File: config.mk
export PLATFORM = sky130hd
export DESIGN_NAME = dcdl_lock_ctrl
export DESIGN_NICKNAME = d
export VERILOG_FILES = /design/src/rtl/fmdll_pkg.sv /design/src/rtl/dcdl_settle_timer.sv /design/src/rtl/dcdl_lock_ctrl.sv
export SDC_FILE = /design/constraint.sdc
export NUM_CORES = 1
export LEC_CHECK = 0
export ABC_AREA = 1
export BUFFER_PORTS_ARGS = -buffer_cell sky130_fd_sc_hd__clkbuf_2
export CORE_ASPECT_RATIO = 0.6
export CORE_MARGIN = 2
export CORE_UTILIZATION = 40
export DETAILED_ROUTE_END_ITERATION = 6
export GPL_TIMING_DRIVEN = 0
export PLACE_DENSITY = 0.67
export SKIP_CTS_REPAIR_TIMING = 1
export SYNTH_ARGS = -nofsm -noshare
export SYNTH_HDL_FRONTEND = slang
export SYNTH_SLANG_ARGS = --single-unit
File: constraint.sdc
create_clock -name clk_ext -period 4.88 [get_ports clk_ext]
set_input_delay 0.488 -clock clk_ext [delete_from_list [all_inputs] [get_ports clk_ext]]
set_output_delay 0.488 -clock clk_ext [all_outputs]
set_load 0.05 [all_outputs]
File: src/rtl/fmdll_pkg.sv
// Shared FMDLL types: lock sequencer states, clk_mid select codes and default code width.
package fmdll_pkg;

  localparam int CODE_W_DEF = 6;

  typedef enum logic [1:0] {
    IDLE  = 2'd0,
    GATE  = 2'd1,
    SAR   = 2'd2,
    TRACK = 2'd3
  } lock_state_t;

  localparam logic [1:0] SEL_CLKOUT = 2'b00;
  localparam logic [1:0] SEL_CLKEXT = 2'b01;
  localparam logic [1:0] SEL_GATE   = 2'b10;

  function automatic logic [1:0] sel_of(input lock_state_t s);
    case (s)
      SAR:     return SEL_CLKEXT;
      TRACK:   return SEL_CLKOUT;
      default: return SEL_GATE;
    endcase
  endfunction

endpackage

File: src/rtl/dcdl_settle_timer.sv
// Loadable down-counter: ready rises SETTLE cycles after a load, letting the delay line settle.
module dcdl_settle_timer #(
  parameter int SETTLE = 4
) (
  input  logic clk_ext,
  input  logic rst_n,
  input  logic load,
  output logic ready
);

  localparam int CW = $clog2(SETTLE + 1);

  logic [CW-1:0] cnt;

  // NOTE: sequential state uses non-blocking (<=) so every flop samples pre-edge values.
  always_ff @(posedge clk_ext) begin
    if (!rst_n)           cnt <= '0;
    else if (load)        cnt <= CW'(SETTLE);
    else if (cnt != '0)   cnt <= cnt - 1'b1;
  end

  assign ready = (cnt == '0);

endmodule

File: src/rtl/dcdl_lock_ctrl.sv
// DCDL lock sequencer: gate, SAR acquisition, then +/-1 tracking with lock/unlock hysteresis.
// Build option: define DCDL_AUTO_RELOCK_EN to re-acquire automatically after a tracking bound hit.
module dcdl_lock_ctrl
  import fmdll_pkg::*;
#(
  parameter int CODE_W   = CODE_W_DEF,
  parameter int SETTLE   = 4,
  parameter int LOCK_CNT = 8
) (
  input  logic              clk_ext,
  input  logic              rst_n,
  input  logic              start,
  input  logic              pd_valid,
  input  logic              pd_up,
  output logic [CODE_W-1:0] q_code,
  output logic [1:0]        sel,
  output logic              busy,
  output logic              locked,
  output logic              err
);

  localparam int BW = (CODE_W > 1) ? $clog2(CODE_W) : 1;
  localparam int LW = $clog2(LOCK_CNT + 1);
  localparam logic [CODE_W-1:0] MSB_ONLY = {1'b1, {(CODE_W-1){1'b0}}};

  lock_state_t       state_q, state_d;
  logic [CODE_W-1:0] code_q, code_d, trial;
  logic [BW-1:0]     bit_q, bit_d;
  logic              gate_q, gate_d;
  logic [LW-1:0]     alt_q, alt_d, same_q, same_d;
  logic              dir_q, dir_d;
  logic              locked_q, locked_d, err_q, err_d;
  logic [1:0]        sel_q;
  logic              busy_q;
  logic              tmr_load, ready;

  dcdl_settle_timer #(.SETTLE(SETTLE)) u_settle (
    .clk_ext (clk_ext),
    .rst_n   (rst_n),
    .load    (tmr_load),
    .ready   (ready)
  );

  // NOTE: every signal driven here gets a default first, so no path can infer a latch.
  always_comb begin
    state_d  = state_q;
    code_d   = code_q;
    bit_d    = bit_q;
    gate_d   = gate_q;
    alt_d    = alt_q;
    same_d   = same_q;
    dir_d    = dir_q;
    locked_d = locked_q;
    err_d    = err_q;
    tmr_load = 1'b0;
    trial    = code_q;

    if (start) begin
      // start outranks everything, including a coincident phase sample
      state_d  = GATE;
      code_d   = '0;
      gate_d   = 1'b0;
      locked_d = 1'b0;
      err_d    = 1'b0;
    end else begin
      unique case (state_q)
        IDLE: ;
        GATE: begin
          if (gate_q) begin
            state_d  = SAR;
            bit_d    = BW'(CODE_W - 1);
            code_d   = MSB_ONLY;
            tmr_load = 1'b1;
          end else begin
            gate_d = 1'b1;
          end
        end
        SAR: begin
          if (ready && pd_valid) begin
            if (!pd_up) trial[bit_q] = 1'b0;
            tmr_load = 1'b1;
            if (bit_q == '0) begin
              state_d = TRACK;
              code_d  = trial;
              alt_d   = '0;
              same_d  = '0;
            end else begin
              bit_d  = bit_q - 1'b1;
              code_d = trial | (CODE_W'(1) << (bit_q - 1'b1));
            end
          end
        end
        TRACK: begin
          if (ready && pd_valid) begin
            if ((pd_up && code_q == '1) || (!pd_up && code_q == '0)) begin
              err_d    = 1'b1;
              locked_d = 1'b0;
`ifdef DCDL_AUTO_RELOCK_EN
              state_d  = GATE;
              code_d   = '0;
              gate_d   = 1'b0;
`else
              state_d  = IDLE;
`endif
            end else begin
              code_d   = pd_up ? code_q + 1'b1 : code_q - 1'b1;
              tmr_load = 1'b1;
              dir_d    = pd_up;
              // alt_q == 0 marks the first tracking decision (no previous direction)
              if (alt_q == '0) begin
                alt_d  = LW'(1);
                same_d = '0;
              end else if (pd_up != dir_q) begin
                alt_d  = (alt_q == LW'(LOCK_CNT)) ? alt_q : alt_q + 1'b1;
                same_d = '0;
              end else begin
                alt_d  = LW'(1);
                same_d = (same_q == LW'(LOCK_CNT)) ? same_q : same_q + 1'b1;
              end
              if (!locked_q && alt_d == LW'(LOCK_CNT)) locked_d = 1'b1;
              if (locked_q && same_d == LW'(LOCK_CNT)) locked_d = 1'b0;
            end
          end
        end
        default: state_d = IDLE;
      endcase
    end
  end

  always_ff @(posedge clk_ext) begin
    if (!rst_n) begin
      state_q  <= IDLE;
      code_q   <= '0;
      bit_q    <= '0;
      gate_q   <= 1'b0;
      alt_q    <= '0;
      same_q   <= '0;
      dir_q    <= 1'b0;
      locked_q <= 1'b0;
      err_q    <= 1'b0;
      sel_q    <= SEL_GATE;
      busy_q   <= 1'b0;
    end else begin
      state_q  <= state_d;
      code_q   <= code_d;
      bit_q    <= bit_d;
      gate_q   <= gate_d;
      alt_q    <= alt_d;
      same_q   <= same_d;
      dir_q    <= dir_d;
      locked_q <= locked_d;
      err_q    <= err_d;
      // select and busy come straight from flops so clk_mid switching never glitches
      sel_q    <= sel_of(state_d);
      busy_q   <= (state_d == GATE) || (state_d == SAR);
    end
  end

  assign q_code = code_q;
  assign sel    = sel_q;
  assign busy   = busy_q;
  assign locked = locked_q;
  assign err    = err_q;

endmodule
==> run metrics, run 1 <==
RR Startpoint state_q[1]; Multi-input gate area 1380 µm²; Global Route Usage Sum 17.7%; Post-Synthesis Cells 324; final hold vios 0; crit end category register; Layout Skew 0.00741 ns; top sig layer met4; IO Port Bufs 15; Util after Layout 47.0%; Setup-failing EPs final 0; Num CTS Buffers 5; sequential share of the synthesized area 26.8%; post-route setup TNS 0 ns; Worst Hold Path EP err; largest net degree at the start of global routing 11; Synth Register Bits 29; Clock Tree Root clkbuf_8; drt first pass iters 4; syn_nets 352; grt ovf 0; Leak 1.10 nW; M1 WL 2900 µm; first-pass GRT wire length 8370 µm; max_slew headroom 64.2%; vias in the first global route 1725; CTS clk-pin slew, worst paths 0.07 ns; DRC Markers 0; cell family with the largest share of critical-path delay simple AND/OR/NAND/NOR gates; DR vias/cell 4.87; design area 2410 µm²; Worst path max stage delay 0.38 ns; Inserted Diodes 0; Mean Syn Cell Area 6.69 µm²; Die Span X 99.0 µm; async set or reset register ratio after synthesis 0%; Bufs on Longest Clock Path 2; hold path start err; CTS tree yes; actual transition at the worst max-transition pin 0.536 ns; Tcrit/Tclk final 38.4%; crit-path cells ha_1 -> buf_2 -> nand3_1 -> nand4_1 -> nand2_1 -> nand2_1 -> inv_1 -> ha_1 -> o21ai_0; crit path kind register to register; hold path depth 2; Post-synth EDFFs 0; Vias 2007; Worst EP required 5.07 ns; Max H-tree Level 2; initial antenna violation count 0; Yosys warning count 0; fmax 534 MHz; RSZ-0062 raised after global routing false; Layout area overhead 11.3%; Sink Count 29; DR WL met2 1800 µm; Max FO, Critical Path 10; Buf/Inv on CP 2; Sequential cell area 581 µm²; Tmin final 1.87 ns; arrival time of the worst setup path 2.06 ns; share of cells above drive strength 1 13.6%; Main synth FF type dfxtp_1; post-synthesis cell area 2170 µm²; Post-DRT Antenna Nets 0; maxcap violations 0; fillers 527; status completed; Synth cell types 34; Slew Viols, Final 0; Met3 Wirelength 349 µm; PD cells 270 nW/µm²; Clk Latency, worst-skew pair 0.28 ns; die area 6040 µm²; Slowest cell on crit path dfxtp_1; row count 20; Avg WL per Cell 12.3 µm; crit path launch type register; DRT iter0 DRCs 124; Hold Crit Class register to register; VDD IR max 0.168 mV; placed inst area 2320 µm²; initial core utilization 42.2%; gp weighted congestion 0.845; PnR Total Power 0.651 mW; Nets 374; worst r2r dst sel[1]; R2R Setup Slk 3.01 ns; r2r worst-path depth 9; Hold WS 0.469 ns; dpl hpwl 3910 µm; die height 61.0 µm; total core area 5130 µm²; I/O pins 16; final WL 5060 µm
## metrics by stage
stage	cells	worst slack, ns
2_1_floorplan	324	3.04
3_3_place_gp	405	2.82
3_5_place_dp	405	2.81
4_1_cts	412	3.01
5_1_grt	412	2.80
6_report	412	3.01
## registers in the layout, summed over array words and instances (netlist names)
register / flops
alt_q: 4
bit_q: 3
busy: 1
dir_q: 1
err: 1
gate_q: 1
locked: 1
q_code: 6
same_q: 4
sel: 2
state_q: 2
u_settle.cnt: 3
## area by class of cell
| cell class | instances | share of cell area (%) |
|---|---|---|
| Timing Repair Buffer | 15 | 3.11 |
| Buffer | 3 | 0.675 |
| Inverter | 48 | 7.84 |
| Sequential cell | 29 | 24.1 |
| Clock buffer | 7 | 3.58 |
| Tap cell | 66 | 3.43 |
| Multi-Input combinational cell | 244 | 57.3 |
## cell usage after synthesis, types with 2 or more instances
library cell	count	share of area, %
nand2_2	5	1.4
dfxtp_1	29	27
a21oi_1	24	5.5
nand4_1	8	2.3
nand3b_1	2	0.69
o21ai_1	4	0.92
inv_2	5	0.87
inv_1	40	6.9
o21ai_0	14	3.2
nor3_1	3	0.69
nand3_1	23	5.3
nor2_1	38	6.6
nor2_2	2	0.58
nand2_4	4	2.1
xnor2_1	3	1.2
ha_1	22	13
nand2_1	79	14
xor2_1	3	1.2
## tightest hold or removal path, cell delays in order (launching register included)
cell and delay, ns:
dfxtp_1 0.32, inv_1 0.05, a21oi_1 0.06
## power by group
| group | internal, mW | leakage (nW) | total [mW] | switching, mW |
|---|---|---|---|---|
| Clock | 0.112 | 0.0443 | 0.204 | 0.0925 |
| Combinational | 0.0605 | 0.817 | 0.178 | 0.118 |
| Sequential | 0.254 | 0.236 | 0.268 | 0.0138 |
## logic make-up (layout without fill, tap and decap cells)
family | after synthesis | count (layout) | synth area share, %
buffers and inverters | 51 | 73 | 9.47
AND/OR/NAND/NOR | 169 | 169 | 36.3
flip-flops | 29 | 29 | 26.8
AO/OA/AOI/OAI | 46 | 46 | 11.4
adder cells (fa/ha/maj) | 23 | 23 | 13.6
XOR/XNOR | 6 | 6 | 2.43
## routing by layer
metal,GRT usage [%],vias to the layer above
met5,0,-
met4,2.35,0
met2,23.7,43
met1,28.7,883
met3,4.20,2
li1,-,1079
## how the worst max path moves through the flow
stage                          start  cells past startpoint  endpoint
after floorplan            q_code[0]                     12      busy
after global placement         pd_up                     14      busy
after detailed placement       pd_up                     14      busy
after CTS                 state_q[1]                      9    sel[1]
after global routing      state_q[0]                     11      busy
final                     state_q[1]                      9    sel[1]
## placed cells by master (no fill, tap or decap), types with 4 or more instances in the layout
cell type,count
a21oi_1,24
clkbuf_2,15
clkbuf_8,6
dfxtp_1,29
ha_1,22
inv_1,40
inv_2,5
nand2_1,79
nand2_2,5
nand2_4,4
nand3_1,23
nand4_1,8
nor2_1,38
o21ai_0,14
o21ai_1,4
(Power assumes the default switching activity.)
==> inputs of run 2 (changes only) <==
--- a/config.mk
+++ b/config.mk
@@ -12,7 +12,7 @@
 export CORE_UTILIZATION = 40
 export DETAILED_ROUTE_END_ITERATION = 6
 export GPL_TIMING_DRIVEN = 0
-export PLACE_DENSITY = 0.67
+export PLACE_DENSITY = 0.69
 export SKIP_CTS_REPAIR_TIMING = 1
 export SYNTH_ARGS = -nofsm -noshare
 export SYNTH_HDL_FRONTEND = slang
==> constraint.sdc (replaced) <==
create_clock -name clk_ext -period 1.5 [get_ports clk_ext]
set_input_delay 0.15 -clock clk_ext [delete_from_list [all_inputs] [get_ports clk_ext]]
set_output_delay 0.15 -clock clk_ext [all_outputs]
set_load 0.05 [all_outputs]
==> run 2 against run 1 <==
Compared with the run above:
- the run now ends with setup timing left
- clock skew down 0.0025 ns
- die area is the same
- worst setup slack worse by 3.1 ns
- first-iteration DRC count grew 37%
- non-clock buffer count is 15 higher
- sequential share of layout area decreased by 2.5 points
- final area rose by 20%
- critical path depth grew 2
- combinational power increased to 5.0 times the previous value
- final cell count is 3.9% higher
- largest power group is now combinational cells
==> run metrics, run 2 (synthesized netlist as in run 1, its figures left out) <==
dpl hpwl 4050 µm (was 3910 µm); Clock Tree Root clkbuf_8 (unchanged); Tcrit/Tclk final 108% (was 38.4%); crit path kind register to register (unchanged); PD cells 825 nW/µm² (was 270 nW/µm²); design area 2880 µm² (was 2410 µm²); Largest register FFs 6 (unchanged); initial core utilization 42.2% (unchanged); CTS clk-pin slew, worst paths 0.06 ns (was 0.07 ns); final WL 5520 µm (was 5060 µm); placed inst area 2410 µm² (was 2320 µm²); actual transition at the worst max-transition pin 0.605 ns (was 0.536 ns); arrival time of the worst setup path 1.85 ns (was 2.06 ns); grt ovf 0 (unchanged); initial antenna violation count 0 (unchanged); Layout Skew 0.00491 ns (was 0.00741 ns); largest net degree at the start of global routing 11 (unchanged); Worst Slack Setup Final -0.123 ns (was 3.01 ns); Clk Latency, worst-skew pair 0.27 ns (was 0.28 ns); Max FO, Critical Path 4 (was 10); total core area 5130 µm² (unchanged); IO Port Bufs 15 (unchanged); PnR Total Power 2.38 mW (was 0.651 mW); CTS tree yes (unchanged); VDD IR max 0.494 mV (was 0.168 mV); RSZ-0062 raised after global routing true (was false); Bufs on Longest Clock Path 2 (unchanged); violated checks setup timing; row count 20 (unchanged); final hold vios 0 (unchanged); Num CTS Buffers 5 (unchanged); DRC Markers 0 (unchanged); DRT iter0 DRCs 170 (was 124); Die Span X 99.0 µm (unchanged); Post-DRT Antenna Nets 0 (unchanged); Max H-tree Level 2 (unchanged); Setup-failing EPs final 17 (was 0); Global Route Usage Sum 18.6% (was 17.7%); crit path launch type register (unchanged); vias in the first global route 1879 (was 1725); Avg WL per Cell 12.9 µm (was 12.3 µm); Layout area overhead 33.1% (was 11.3%); fmax 616 MHz (was 534 MHz); max_slew headroom 59.7% (was 64.2%); DR vias/cell 5.14 (was 4.87); Leak 1.22 nW (was 1.10 nW); Tmin final 1.62 ns (was 1.87 ns); die area 6040 µm² (unchanged); gp weighted congestion 0.902 (was 0.845); first-pass GRT wire length 8780 µm (was 8370 µm); Slew Viols, Final 0 (unchanged); Hold Crit Class primary input to register (was register to register); I/O pins 16 (unchanged); Nets 389 (was 374); die height 61.0 µm (unchanged); most frequent cells in the layout nand2_1, nor2_1, inv_1 (was nand2_1, inv_1, nor2_1); commonest non-fill, non-tap cell in the layout nand2_1 (unchanged); Worst EP required 1.72 ns (was 5.07 ns); maxcap violations 0 (unchanged); fillers 481 (was 527); share of cells above drive strength 1 34.5% (was 13.6%); Hold WS 0.157 ns (was 0.469 ns); crit end category register (unchanged); Sink Count 29 (unchanged); Inserted Diodes 0 (unchanged); Vias 2200 (was 2007); drt first pass iters 4 (unchanged); status finished, violations left (was completed)
## run 2: per-stage QoR
stage          utilization, %  std cells   TNS, ns  worst slack, ns
3_3_place_gp             47.0        405     -2.98           -0.214
2_1_floorplan               -        324  -0.00829         -0.00829
6_report                 56.2        428     -1.22           -0.123
5_1_grt                  56.2        428     -3.25           -0.195
3_5_place_dp             47.0        405     -3.51           -0.241
4_1_cts                  48.6        413     -3.83           -0.253
## run 2: final cells by class
type | instances | area (µm²) | share of cell area [%]
buffer | 3 | 30.0 | 1.04
clock buffer | 5 | 68.8 | 2.39
clock inverter | 3 | 12.5 | 0.434
inverter | 48 | 210 | 7.29
multi-input combinational | 244 | 1660 | 57.4
sequential | 29 | 623 | 21.6
tap | 66 | 82.6 | 2.86
timing repair buffer | 30 | 200 | 6.94
## run 2: path summary, 6_finish.rpt
kind,startpoint,end,slack [ns],cells past startpoint
worst max register to register,u_settle.cnt[0],busy,-0.12,11
worst max-delay path,u_settle.cnt[0],busy,-0.12,11
worst min register to register,err,err,0.46,2
worst min-delay path,rst_n,sel[1],0.16,2
## run 2: routing by layer
metal | vias to the layer above | global-route usage (%) | part of all wire [%]
met3 | 4 | 4.31 | 6.9
met2 | 63 | 28.5 | 42
met1 | 1012 | 27.4 | 50
met5 | - | 0 | 0
met4 | 0 | 2.94 | 0.67
li1 | 1121 | - | -
## run 2: critical path, cell delays in order (launching register included)
cell and delay (ns):
dfxtp_2 0.33, inv_2 0.06, ha_4 0.14, ha_4 0.17, nand2_8 0.08, nand2_4 0.08, nand4_1 0.13, nand2_2 0.14
nand2_4 0.08, ha_4 0.27, nand2_2 0.04, inv_2 0.04
## run 2: report_power, final
| part | leakage (nW) | internal, mW | total (mW) | switching, mW |
|---|---|---|---|---|
| sequential | 0.245 | 0.825 | 0.879 | 0.0539 |
| clock | 0.0430 | 0.312 | 0.609 | 0.297 |
| combinational | 0.936 | 0.369 | 0.891 | 0.522 |
==> inputs of run 3 (changes only) <==
--- a/config.mk
+++ b/config.mk
@@ -9,10 +9,10 @@
 export BUFFER_PORTS_ARGS = -buffer_cell sky130_fd_sc_hd__clkbuf_2
 export CORE_ASPECT_RATIO = 0.6
 export CORE_MARGIN = 2
-export CORE_UTILIZATION = 40
+export CORE_UTILIZATION = 45
 export DETAILED_ROUTE_END_ITERATION = 6
 export GPL_TIMING_DRIVEN = 0
-export PLACE_DENSITY = 0.69
+export PLACE_DENSITY = 0.75
 export SKIP_CTS_REPAIR_TIMING = 1
 export SYNTH_ARGS = -nofsm -noshare
 export SYNTH_HDL_FRONTEND = slang
==> run 3 against run 2 <==
Compared with the run above:
- the flow still finishes with violations (setup timing)
- utilization up 7.1 points
- non-clock buffer count up 7
- sequential share of layout area down 0.15 points
- total power up 1.8%
- register-to-register slack about the same
- hold slack worse by 0.0092 ns
- combinational power down 2.5%
- count of clock-buffer cells in the layout up 3
- largest cell class unchanged
==> run metrics, run 3 (synthesized netlist as in run 1, its figures left out) <==
Largest register FFs 6 (unchanged); Tcrit/Tclk final 108% (about the same); worst r2r dst bit_q[1] (was busy); RR Startpoint state_q[1] (was u_settle.cnt[0]); hold path depth 2 (unchanged); first-pass GRT wire length 8740 µm (was 8780 µm); Worst Slack Setup Final -0.119 ns (was -0.123 ns); fmax 617 MHz (was 616 MHz); Max H-tree Level 2 (unchanged); Tmin final 1.62 ns (about the same); gp weighted congestion 0.883 (was 0.902); Num CTS Buffers 5 (unchanged); row count 19 (was 20); Inserted Diodes 0 (unchanged); Clock Tree Root clkbuf_8 (unchanged); placed inst area 2410 µm² (about the same); Max FO, Critical Path 6 (was 4); global-route track usage on met1 32.6% (was 27.4%); DRT iter0 DRCs 186 (was 170); DRC Markers 0 (unchanged); r2r worst-path depth 7 (was 11); commonest non-fill, non-tap cell in the layout nand2_1 (unchanged); post-route non-filler standard cell count 432 (was 428); share of cells above drive strength 1 36.3% (was 34.5%); hold path start rst_n (unchanged); Clk Latency, worst-skew pair 0.29 ns (was 0.27 ns); DR vias/cell 5.29 (was 5.14); design area 2920 µm² (was 2880 µm²); die height 57.8 µm (was 61.0 µm); total core area 4610 µm² (was 5130 µm²); vias in the first global route 1818 (was 1879); Slew Viols, Final 0 (unchanged); post-route setup TNS -1.31 ns (was -1.22 ns); IO Port Bufs 15 (unchanged); fillers 418 (was 481); Top Usage Layer GRT met1 (was met2); CTS clk-pin slew, worst paths 0.06 ns (about the same); drt first pass iters 5 (was 4); PD cells 829 nW/µm² (was 825 nW/µm²); Worst Hold Path EP sel[1] (unchanged); Util after Layout 63.3% (was 56.2%); actual transition at the worst max-transition pin 0.548 ns (was 0.605 ns); Leak 1.26 nW (was 1.22 nW); dpl hpwl 3910 µm (was 4050 µm); maxcap violations 0 (unchanged); Worst EP required 1.66 ns (was 1.72 ns); Nets 396 (was 389); I/O pins 16 (unchanged); Layout area overhead 34.8% (was 33.1%); VDD IR max 0.885 mV (was 0.494 mV); Post-DRT Antenna Nets 0 (unchanged); initial core utilization 47.0% (was 42.2%); violated checks setup timing (unchanged); PnR Total Power 2.42 mW (was 2.38 mW); Vias 2286 (was 2200); Avg WL per Cell 14.1 µm (was 12.9 µm); max_slew headroom 63.5% (was 59.7%); arrival time of the worst setup path 1.78 ns (was 1.85 ns); Global Route Usage Sum 20.8% (was 18.6%); initial antenna violation count 0 (unchanged); Hold Crit Class primary input to register (unchanged); CTS tree yes (unchanged); Sink Count 29 (unchanged); crit path kind register to register (unchanged); grt ovf 0 (unchanged); crit end category register (unchanged); final hold vios 0 (unchanged); met3 usage 5.46% (was 4.31%); Setup-failing EPs final 18 (was 17); Bufs on Longest Clock Path 2 (unchanged); RSZ-0062 raised after global routing true (unchanged); most frequent cells in the layout nand2_1, nor2_1, inv_1 (unchanged); R2R Setup Slk -0.12 ns (about the same); final WL 6110 µm (was 5520 µm); Die Span X 93.6 µm (was 99.0 µm); status finished, violations left (unchanged); Layout Skew 0.00545 ns (was 0.00491 ns); die area 5410 µm² (was 6040 µm²); largest net degree at the start of global routing 11 (unchanged); met2 Track Usage GR 27.7% (was 28.5%); crit path launch type register (unchanged); Cells after DPL 402 (was 405)
-- run 3: changes by cell type in the layout (fill, tap and decap cells not counted), moves of 2 or more --
cell,previous run,this run
nand2_8,2,0
clkinv_1,2,0
nand2_2,8,12
ha_1,11,9
ha_4,8,10
buf_4,14,21
clkbuf_1,1,3
nand2_4,8,6
nor2_2,3,5
a21oi_1,18,20
o21ai_2,2,4
a21oi_2,6,4
-- run 3: worst max-delay path by stage --
stage	start	to	slack, ns	cells after the start
5_1_grt	q_code[0]	busy	-0.22	11
6_report	state_q[1]	bit_q[1]	-0.12	7
3_5_place_dp	state_q[1]	busy	-0.26	11
2_1_floorplan	u_settle.cnt[1]	busy	-0.008	13
4_1_cts	state_q[1]	busy	-0.27	11
3_3_place_gp	state_q[1]	busy	-0.21	11
-- run 3: through the flow --
stage	hold WS (ns)	setup slack (ns)
after global routing	0.181	-0.222
after floorplan	0.226	-0.00829
final	0.148	-0.119
after global placement	0.438	-0.210
after CTS	0.132	-0.269
after detailed placement	0.438	-0.261
-- run 3: layer usage --
metal	share of wire [%]	wire (µm)
met2	45	2760
met4	1.2	72
met1	47	2850
met5	0	0
met3	6.9	421
-- run 3: area by class of cell --
| type | instances | area (µm²) | share of cell area, % |
|---|---|---|---|
| Timing Repair Buffer | 37 | 253 | 8.65 |
| Inverter | 48 | 203 | 6.94 |
| Tap cell | 63 | 78.8 | 2.70 |
| Buffer | 3 | 33.8 | 1.16 |
| Clock buffer | 8 | 90.1 | 3.08 |
| Sequential cell | 29 | 627 | 21.5 |
| Multi-Input combinational cell | 244 | 1640 | 56.0 |
-- run 3: power by group --
| part | internal, mW | switching, mW | total (mW) |
|---|---|---|---|
| sequential | 0.823 | 0.0528 | 0.876 |
| combinational | 0.367 | 0.502 | 0.869 |
| clock | 0.373 | 0.305 | 0.678 |
| total | 1.56 | 0.859 | 2.42 |
-- run 3: critical path: stages (launching register included) --
cell,delay (ns)
dfxtp_4,0.40
inv_2,0.08
ha_4,0.27
nand3_1,0.15
nor3_4,0.30
o21ai_0,0.14
o21ai_0,0.09
nor2_1,0.05
